[config.mk]
export PLATFORM = sky130hd
export DESIGN_NAME = regfile_write_queue
export DESIGN_NICKNAME = d
export VERILOG_FILES = /design/src/rtl/regfile_pkg.sv /design/src/rtl/wbq_storage.sv /design/src/rtl/regfile_write_queue.sv
export SDC_FILE = /design/constraint.sdc
export NUM_CORES = 1
export LEC_CHECK = 0
export BUFFER_PORTS_ARGS = -buffer_cell sky130_fd_sc_hd__buf_4
export CORE_UTILIZATION = 56
export CTS_BUF_LIST = sky130_fd_sc_hd__clkbuf_2 sky130_fd_sc_hd__clkbuf_4 sky130_fd_sc_hd__clkbuf_8
export CTS_CLUSTER_SIZE = 40
export DETAILED_ROUTE_END_ITERATION = 7
export PLACE_DENSITY = 0.87
export SETUP_SLACK_MARGIN = 0.2
export SLEW_MARGIN = 0
export SYNTH_ARGS = -nofsm -noshare
export SYNTH_HDL_FRONTEND = slang
export SYNTH_SLANG_ARGS = --single-unit
[constraint.sdc]
create_clock -name clk -period 6.2 [get_ports clk]
set_input_delay 0.62 -clock clk [delete_from_list [all_inputs] [get_ports clk]]
set_output_delay 0.62 -clock clk [all_outputs]
set_load 0.02 [all_outputs]
[src/rtl/regfile_pkg.sv]
// Register file constants shared by the regfile, decode and the late
// write-back queue.
package regfile_pkg;

  localparam int REG_AW = 5;
  localparam int REG_DW = 32;

  localparam logic [REG_AW-1:0] REG_ZERO = 5'd0;

endpackage

[src/rtl/wbq_storage.sv]
// Entry array for the late write-back queue: one write port at tail,
// one read port at head, all entries exposed for forwarding.
module wbq_storage #(
  parameter int DEPTH = 4,
  parameter int W     = 37,
  parameter int PW    = $clog2(DEPTH)
) (
  input  logic                      clk,
  input  logic                      clr_n,
  input  logic                      we,
  input  logic [PW-1:0]             waddr,
  input  logic [W-1:0]              wdata,
  input  logic                      re,
  input  logic [PW-1:0]             raddr,
  output logic [W-1:0]              rdata,
  output logic [DEPTH-1:0][W-1:0]   entries,
  output logic [DEPTH-1:0]          valid
);

  logic [DEPTH-1:0][W-1:0] mem;

  always_ff @(posedge clk) begin
    if (we) mem[waddr] <= wdata;
  end

  // head and tail only coincide when empty or full, so re/we never collide
  always_ff @(posedge clk) begin
    if (!clr_n) begin
      valid <= '0;
    end else begin
      if (re) valid[raddr] <= 1'b0;
      if (we) valid[waddr] <= 1'b1;
    end
  end

  assign rdata   = mem[raddr];
  assign entries = mem;

endmodule

[src/rtl/regfile_write_queue.sv]
// Late write-back queue: drains multdiv/memory results into the shared
// regfile write port when the main writeback is idle, and forwards them.
module regfile_write_queue
  import regfile_pkg::*;
#(
  parameter int DEPTH = 4,
  parameter int AW    = REG_AW,
  parameter int DW    = REG_DW
) (
  input  logic                     clk,
  input  logic                     clr_n,
  input  logic                     in_valid,
  output logic                     in_ready,
  input  logic [AW-1:0]            in_reg,
  input  logic [DW-1:0]            in_data,
  input  logic                     rf_busy,
  output logic                     wr_en,
  output logic [AW-1:0]            wr_reg,
  output logic [DW-1:0]            wr_data,
  input  logic [AW-1:0]            rd_regA,
  input  logic [AW-1:0]            rd_regB,
  output logic                     fwd_hitA,
  output logic                     fwd_hitB,
  output logic [DW-1:0]            fwd_dataA,
  output logic [DW-1:0]            fwd_dataB,
  output logic [$clog2(DEPTH):0]   count
);

  localparam int PW = $clog2(DEPTH);
  localparam int CW = PW + 1;
  localparam int EW = AW + DW;

  logic [PW-1:0]          head;
  logic [PW-1:0]          tail;
  logic                   accept;
  logic                   push;
  logic                   pop;
  logic [EW-1:0]          head_entry;
  logic [DEPTH-1:0][EW-1:0] entries;
  logic [DEPTH-1:0]       valid;

  assign in_ready = (count < CW'(DEPTH));
  assign accept   = in_valid && in_ready;
  assign push     = accept && (in_reg != AW'(REG_ZERO));
  assign pop      = (count != '0) && !rf_busy;

  wbq_storage #(
    .DEPTH (DEPTH),
    .W     (EW),
    .PW    (PW)
  ) u_storage (
    .clk     (clk),
    .clr_n   (clr_n),
    .we      (push),
    .waddr   (tail),
    .wdata   ({in_reg, in_data}),
    .re      (pop),
    .raddr   (head),
    .rdata   (head_entry),
    .entries (entries),
    .valid   (valid)
  );

  always_ff @(posedge clk) begin
    if (!clr_n) begin
      head    <= '0;
      tail    <= '0;
      count   <= '0;
      wr_en   <= 1'b0;
      wr_reg  <= '0;
      wr_data <= '0;
    end else begin
      if (push) tail <= tail + 1'b1;
      if (pop)  head <= head + 1'b1;
      count <= count + CW'(push) - CW'(pop);
      wr_en <= pop;
      if (pop) begin
        wr_reg  <= head_entry[EW-1:DW];
        wr_data <= head_entry[DW-1:0];
      end
    end
  end

  // Walk oldest to youngest so the last match wins.
  function automatic logic [DW:0] lookup(input logic [AW-1:0] rd);
    logic          hit;
    logic [DW-1:0] d;
    logic [PW-1:0] idx;
    hit = 1'b0;
    d   = '0;
    idx = '0;
    if (wr_en && (wr_reg == rd)) begin
      hit = 1'b1;
      d   = wr_data;
    end
    for (int i = 0; i < DEPTH; i++) begin
      idx = head + PW'(i);
      if (valid[idx] && (entries[idx][EW-1:DW] == rd)) begin
        hit = 1'b1;
        d   = entries[idx][DW-1:0];
      end
    end
    if (rd == AW'(REG_ZERO)) begin
      hit = 1'b0;
      d   = '0;
    end
    return {hit, d};
  endfunction

  always_comb begin
    {fwd_hitA, fwd_dataA} = lookup(rd_regA);
    {fwd_hitB, fwd_dataB} = lookup(rd_regB);
  end

endmodule

==> results of run 1 <==
synth_stat cells (12+ instances only):
cell,count
edfxtp_1,148
mux2i_1,128
clkbuf_1,106
nand3_1,99
and3_1,97
nand2_1,92
mux4_2,67
nand4_1,66
a221oi_1,64
o311ai_1,60
dfxtp_1,49
mux2_2,45
a21boi_0,38
nor2b_1,37
a31oi_1,34
xor2_1,34
xnor2_1,26
buf_2,25
buf_1,15
and2_1,14
nor2_1,13
a21oi_1,12
final timing paths:
path | start | end | slack [ns] | cells past startpoint
max | head[0] | fwd_dataB[4] | 0.59 | 10
min | in_data[15] | u_storage.entries[126] | 0.31 | 1
max reg2reg | count[1] | count[2] | 3.56 | 11
min reg2reg | wr_data[16] | wr_data[16] | 0.51 | 2
final cells by class:
type | count | area, um2
inverter | 12 | 45.0
clock buffer | 17 | 234
timing repair buffer | 190 | 1440
clock inverter | 15 | 164
multi-input combinational | 979 | 8260
sequential | 197 | 5430
fill | 1904 | 9200
tap | 330 | 413
metrics by stage:
stage / power (mW) / worst slack, ns / util (%) / hold WS, ns / area, um2
6_report: 5.46 / 0.591 / 63.5 / 0.312 / 16000
5_1_grt: 5.67 / 0.472 / 63.5 / 0.301 / 16000
2_1_floorplan: 3.81 / 1.20 / - / 0.491 / 14300
3_3_place_gp: 4.44 / 1.47 / 61.9 / 0.488 / 15600
3_5_place_dp: 4.52 / 1.36 / 61.9 / 0.493 / 15600
4_1_cts: 5.37 / 0.814 / 63.5 / 0.301 / 16000
critical path, stage by stage, from the launching register on:
cell       delay, ns
dfxtp_4         0.37
buf_12          0.70
mux2i_1         0.32
mux2_2          0.35
xnor2_1         0.16
a2111oi_4       0.33
buf_4           0.50
a211o_1         0.81
buf_4           0.40
o311ai_1        0.20
buf_4           0.20
routing by layer:
metal / up-vias / global-route usage [%] / part of all wire, % / routed length [um]
li1: 5426 / - / - / -
met1: 6100 / 42.4 / 35 / 15500
met2: 1155 / 51.7 / 45 / 19800
met3: 296 / 6.92 / 13 / 5820
met4: 0 / 24.2 / 6.9 / 3030
met5: - / 0 / 0 / 0
kinds of logic (layout without fill, tap and decap cells):
kind of cell,after synthesis,count (layout),share of synthesized area (%)
xor+xnor,60,60,3.66
fa+ha+maj,11,11,1.01
simple gates,440,440,16.6
compound gates,228,228,12.8
mux,240,240,23.0
flops,197,197,37.8
buf+inv,172,234,5.10
where the power goes:
part | switching [mW] | internal [mW] | leakage (nW)
logic | 1.68 | 1.15 | 3.60
clock network | 0.508 | 0.369 | 0.206
registers | 0.150 | 1.61 | 1.75
total | 2.34 | 3.12 | 5.56
==> flow_summary.json, run 1 <==
{
  "tightest_slew_ns": 1.23,
  "netlist_instances": 1348,
  "tns_ns": 0,
  "layout_common_cells": "buf_4, edfxtp_1, mux2i_1",
  "drc_errors": 0,
  "die_h_um": 162,
  "drt_pass1_iterations": 7,
  "synth_edf_count": 148,
  "p_leak_nw": 5.56,
  "vias_per_cell": 7.46,
  "die_area_um2": 26300,
  "grt-ovfl-total": 0,
  "core_um2": 25200,
  "slew_violations": 0,
  "final_hold_viol_count": 0,
  "path_max_fanout": 159,
  "arrival_ns": 4.99,
  "setup_viol": 0,
  "dp_cells": 1708,
  "path_class": "flip-flop to output pin",
  "cts_root_buf": "clkbuf_8",
  "ys_seq_elements": 197,
  "layout_commonest_cell": "buf_4",
  "min_period_ns": 5.61,
  "die_x_um": 162,
  "vdd_drop_max_uv": 297,
  "cts_htree_levels": 4,
  "cts_buffers": 17,
  "netlist_area_um2": 14300,
  "max_freq_ghz": 0.178,
  "wirelength_mm": 44.2,
  "port_buffers": 158,
  "grt_max_degree": 160,
  "ys.flop_type": "edfxtp_1",
  "postRouteAntennaNets": 0,
  "outcome": "complete, no violations",
  "syn-num-nets": 1410,
  "initial_core_util_pct": 57.0,
  "cp_data_required_time_ns": 5.58,
  "yosys_warnings": 0,
  "finClkSkew_ns": 0.0199,
  "p_per_area_nw_per_um2": 342,
  "largest_reg_flops": 148,
  "cts_setup_buffers": 0,
  "num_rows": 58,
  "area_growth_pct": 11.4,
  "relSlewSlack_pct": 17.9,
  "drv_cap": 0,
  "yosys.area.top_type": "edfxtp_1",
  "cts_sinks": 197,
  "gp_congestion": 0.934,
  "start_kind": "flip-flop",
  "synth_cell_types": 47,
  "async_reset_ff_share_pct": 0,
  "grt_pass1_vias": 12617,
  "cts_resized": 0,
  "antenna_found_initial": 0,
  "path_clk_slew_ns": 0.12,
  "layout-drive-gt1-share_pct": 25.2,
  "clock_latency_ns": 0.50,
  "tritoncts": "yes",
  "cp-end-kind": "output pin",
  "fin_nets": 1459,
  "synth_top_area_share_pct": 31.0,
  "synthTopCellsByArea": "edfxtp_1, mux4_2, mux2i_1",
  "track_usage_pct": 33.6,
  "yosysSeqAreaShare_pct": 37.8,
  "hold_path_class": "input pin to flip-flop",
  "final_cells": 1740,
  "rsz0062_at_grt": "no",
  "clockBufferDepth": 2,
  "dp_hpwl_mm": 26.6,
  "fin_crit_sh_pct": 90.5,
  "hold_buffers": 0,
  "grt_pass1_wl_mm": 68.2,
  "wl_per_cell_um": 25.4,
  "drt_iter0_markers": 2254,
  "avgSynthCellArea_um2": 10.6,
  "antennaDiodeCount": 0,
  "boundaryPins": 159,
  "num_vias": 12977
}
Note: power is estimated with default switching activity, not from simulation.
==> inputs of run 2 (changes only) <==
- clock period: 6.2 -> 6.8 ns (I/O delays scaled with it)
==> flow_summary.json, run 2 (same netlist as run 1, synthesis figures left out) <==
{
  "drv_cap": 0,
  "p_leak_nw": 5.55,
  "dp_hpwl_mm": 27.1,
  "cts_sinks": 197,
  "num_rows": 58,
  "layout-drive-gt1-share_pct": 25.3,
  "wl_per_cell_um": 26.3,
  "layout_common_cells": "buf_4, edfxtp_1, mux2i_1",
  "fin_nets": 1459,
  "initial_core_util_pct": 57.0,
  "hold_buffers": 0,
  "slew_violations": 0,
  "area_growth_pct": 11.4,
  "cts_root_buf": "clkbuf_8",
  "fin_util_pct": 63.4,
  "track_usage_pct": 34.8,
  "finClkSkew_ns": 0.0197,
  "rsz0062_at_grt": "no",
  "relSlewSlack_pct": 4.67,
  "layout_commonest_cell": "buf_4",
  "antenna_found_initial": 1,
  "outcome": "finished with violations",
  "tightest_slew_ns": 1.42,
  "tns_ns": 0,
  "die_area_um2": 26300,
  "vias_per_cell": 7.61,
  "p_per_area_nw_per_um2": 311,
  "grt_max_degree": 139,
  "clock_latency_ns": 0.50,
  "power.total_mw": 4.97,
  "grt_pass1_vias": 12934,
  "gp_congestion": 0.919,
  "max_freq_ghz": 0.161,
  "cts_buffers": 17,
  "port_buffers": 158,
  "cts_resized": 0,
  "final_cells": 1741,
  "largest_reg_flops": 148,
  "die_h_um": 162,
  "drc_errors": 15,
  "fin_crit_sh_pct": 91.6,
  "vdd_drop_max_uv": 300,
  "cts_htree_levels": 4,
  "die_x_um": 162,
  "hold_path_class": "input pin to flip-flop",
  "clockBufferDepth": 2,
  "cp_data_required_time_ns": 6.12,
  "n_fill_cell": 1874,
  "drt_pass1_iterations": 8,
  "start_kind": "flip-flop",
  "drt_iter0_markers": 2353,
  "arrival_ns": 5.55,
  "wirelength_mm": 45.7,
  "dp_cells": 1708,
  "tritoncts": "yes",
  "cp-end-kind": "output pin",
  "violations": "DRC",
  "final_hold_viol_count": 0,
  "postRouteAntennaNets": 0,
  "boundaryPins": 159,
  "grt-ovfl-total": 0,
  "core_um2": 25200,
  "cts_setup_buffers": 0,
  "num_vias": 13246,
  "setup_viol": 0,
  "grt_pass1_wl_mm": 70.5,
  "path_clk_slew_ns": 0.11,
  "path_class": "flip-flop to output pin",
  "path_max_fanout": 52,
  "min_period_ns": 6.23
}
run 2: cell count changes in the layout (fill, tap and decap cells not counted):
cell / previous run / this run
bufinv_16: 2 / 1
clkbuf_8: 17 / 18
clkinv_1: 1 / 0
clkinv_4: 2 / 3
clkinvlp_4: 0 / 1
diode_2: 0 / 1
inv_6: 7 / 5
inv_8: 1 / 2
run 2: metrics by stage:
step	setup WS (ns)	hold slack (ns)	cell area, um2
floorplan	1.74	0.491	14300
global placement	1.47	0.489	15600
detailed placement	1.45	0.495	15600
CTS	0.859	0.363	16000
global route	0.441	0.365	16000
finish	0.575	0.369	16000
run 2: path summary, 6_finish.rpt:
kind                           endpoint  depth (start not counted)   startpoint  slack, ns
setup / recovery          fwd_dataA[31]                          9      head[1]       0.57
hold / removal    u_storage.entries[29]                          1  in_data[29]       0.37
setup reg to reg               count[2]                         11     count[1]       4.13
hold reg to reg              wr_data[8]                          2   wr_data[8]       0.51
run 2: layout make-up:
| type | instances | area, um2 | area share (%) |
|---|---|---|---|
| clock inverter | 14 | 140 | 0.877 |
| clock buffer | 18 | 248 | 1.55 |
| inverter | 12 | 45.0 | 0.282 |
| multi-input combinational | 979 | 8260 | 51.7 |
| sequential | 197 | 5430 | 34.0 |
| timing repair buffer | 190 | 1440 | 9.01 |
| antenna | 1 | 2.50 | 0.0157 |
| tap | 330 | 413 | 2.58 |
run 2: routing by layer:
metal  track usage, %  wire length (um)  vias up
li1                 -                 -     5427
met1             43.7             15500     6182
met2             54.1             20500     1295
met3             8.53              6790      342
met4             21.5              2900        0
met5                0                 0        -
run 2: where the power goes:
part / internal (mW) / switching, mW / leakage, nW / total (mW)
sequential: 1.46 / 0.185 / 1.75 / 1.65
combinational: 1.04 / 1.51 / 3.60 / 2.55
clock: 0.311 / 0.465 / 0.199 / 0.775
run 2: worst max-delay path: stages, from the launching register on:
cell      delay [ns]
dfxtp_4         0.66
inv_2           0.24
ha_4            0.82
mux4_2          0.65
xnor2_1         0.20
o2111a_2        0.81
buf_4           0.42
a221oi_1        0.13
o311ai_0        0.81
buf_4           0.28
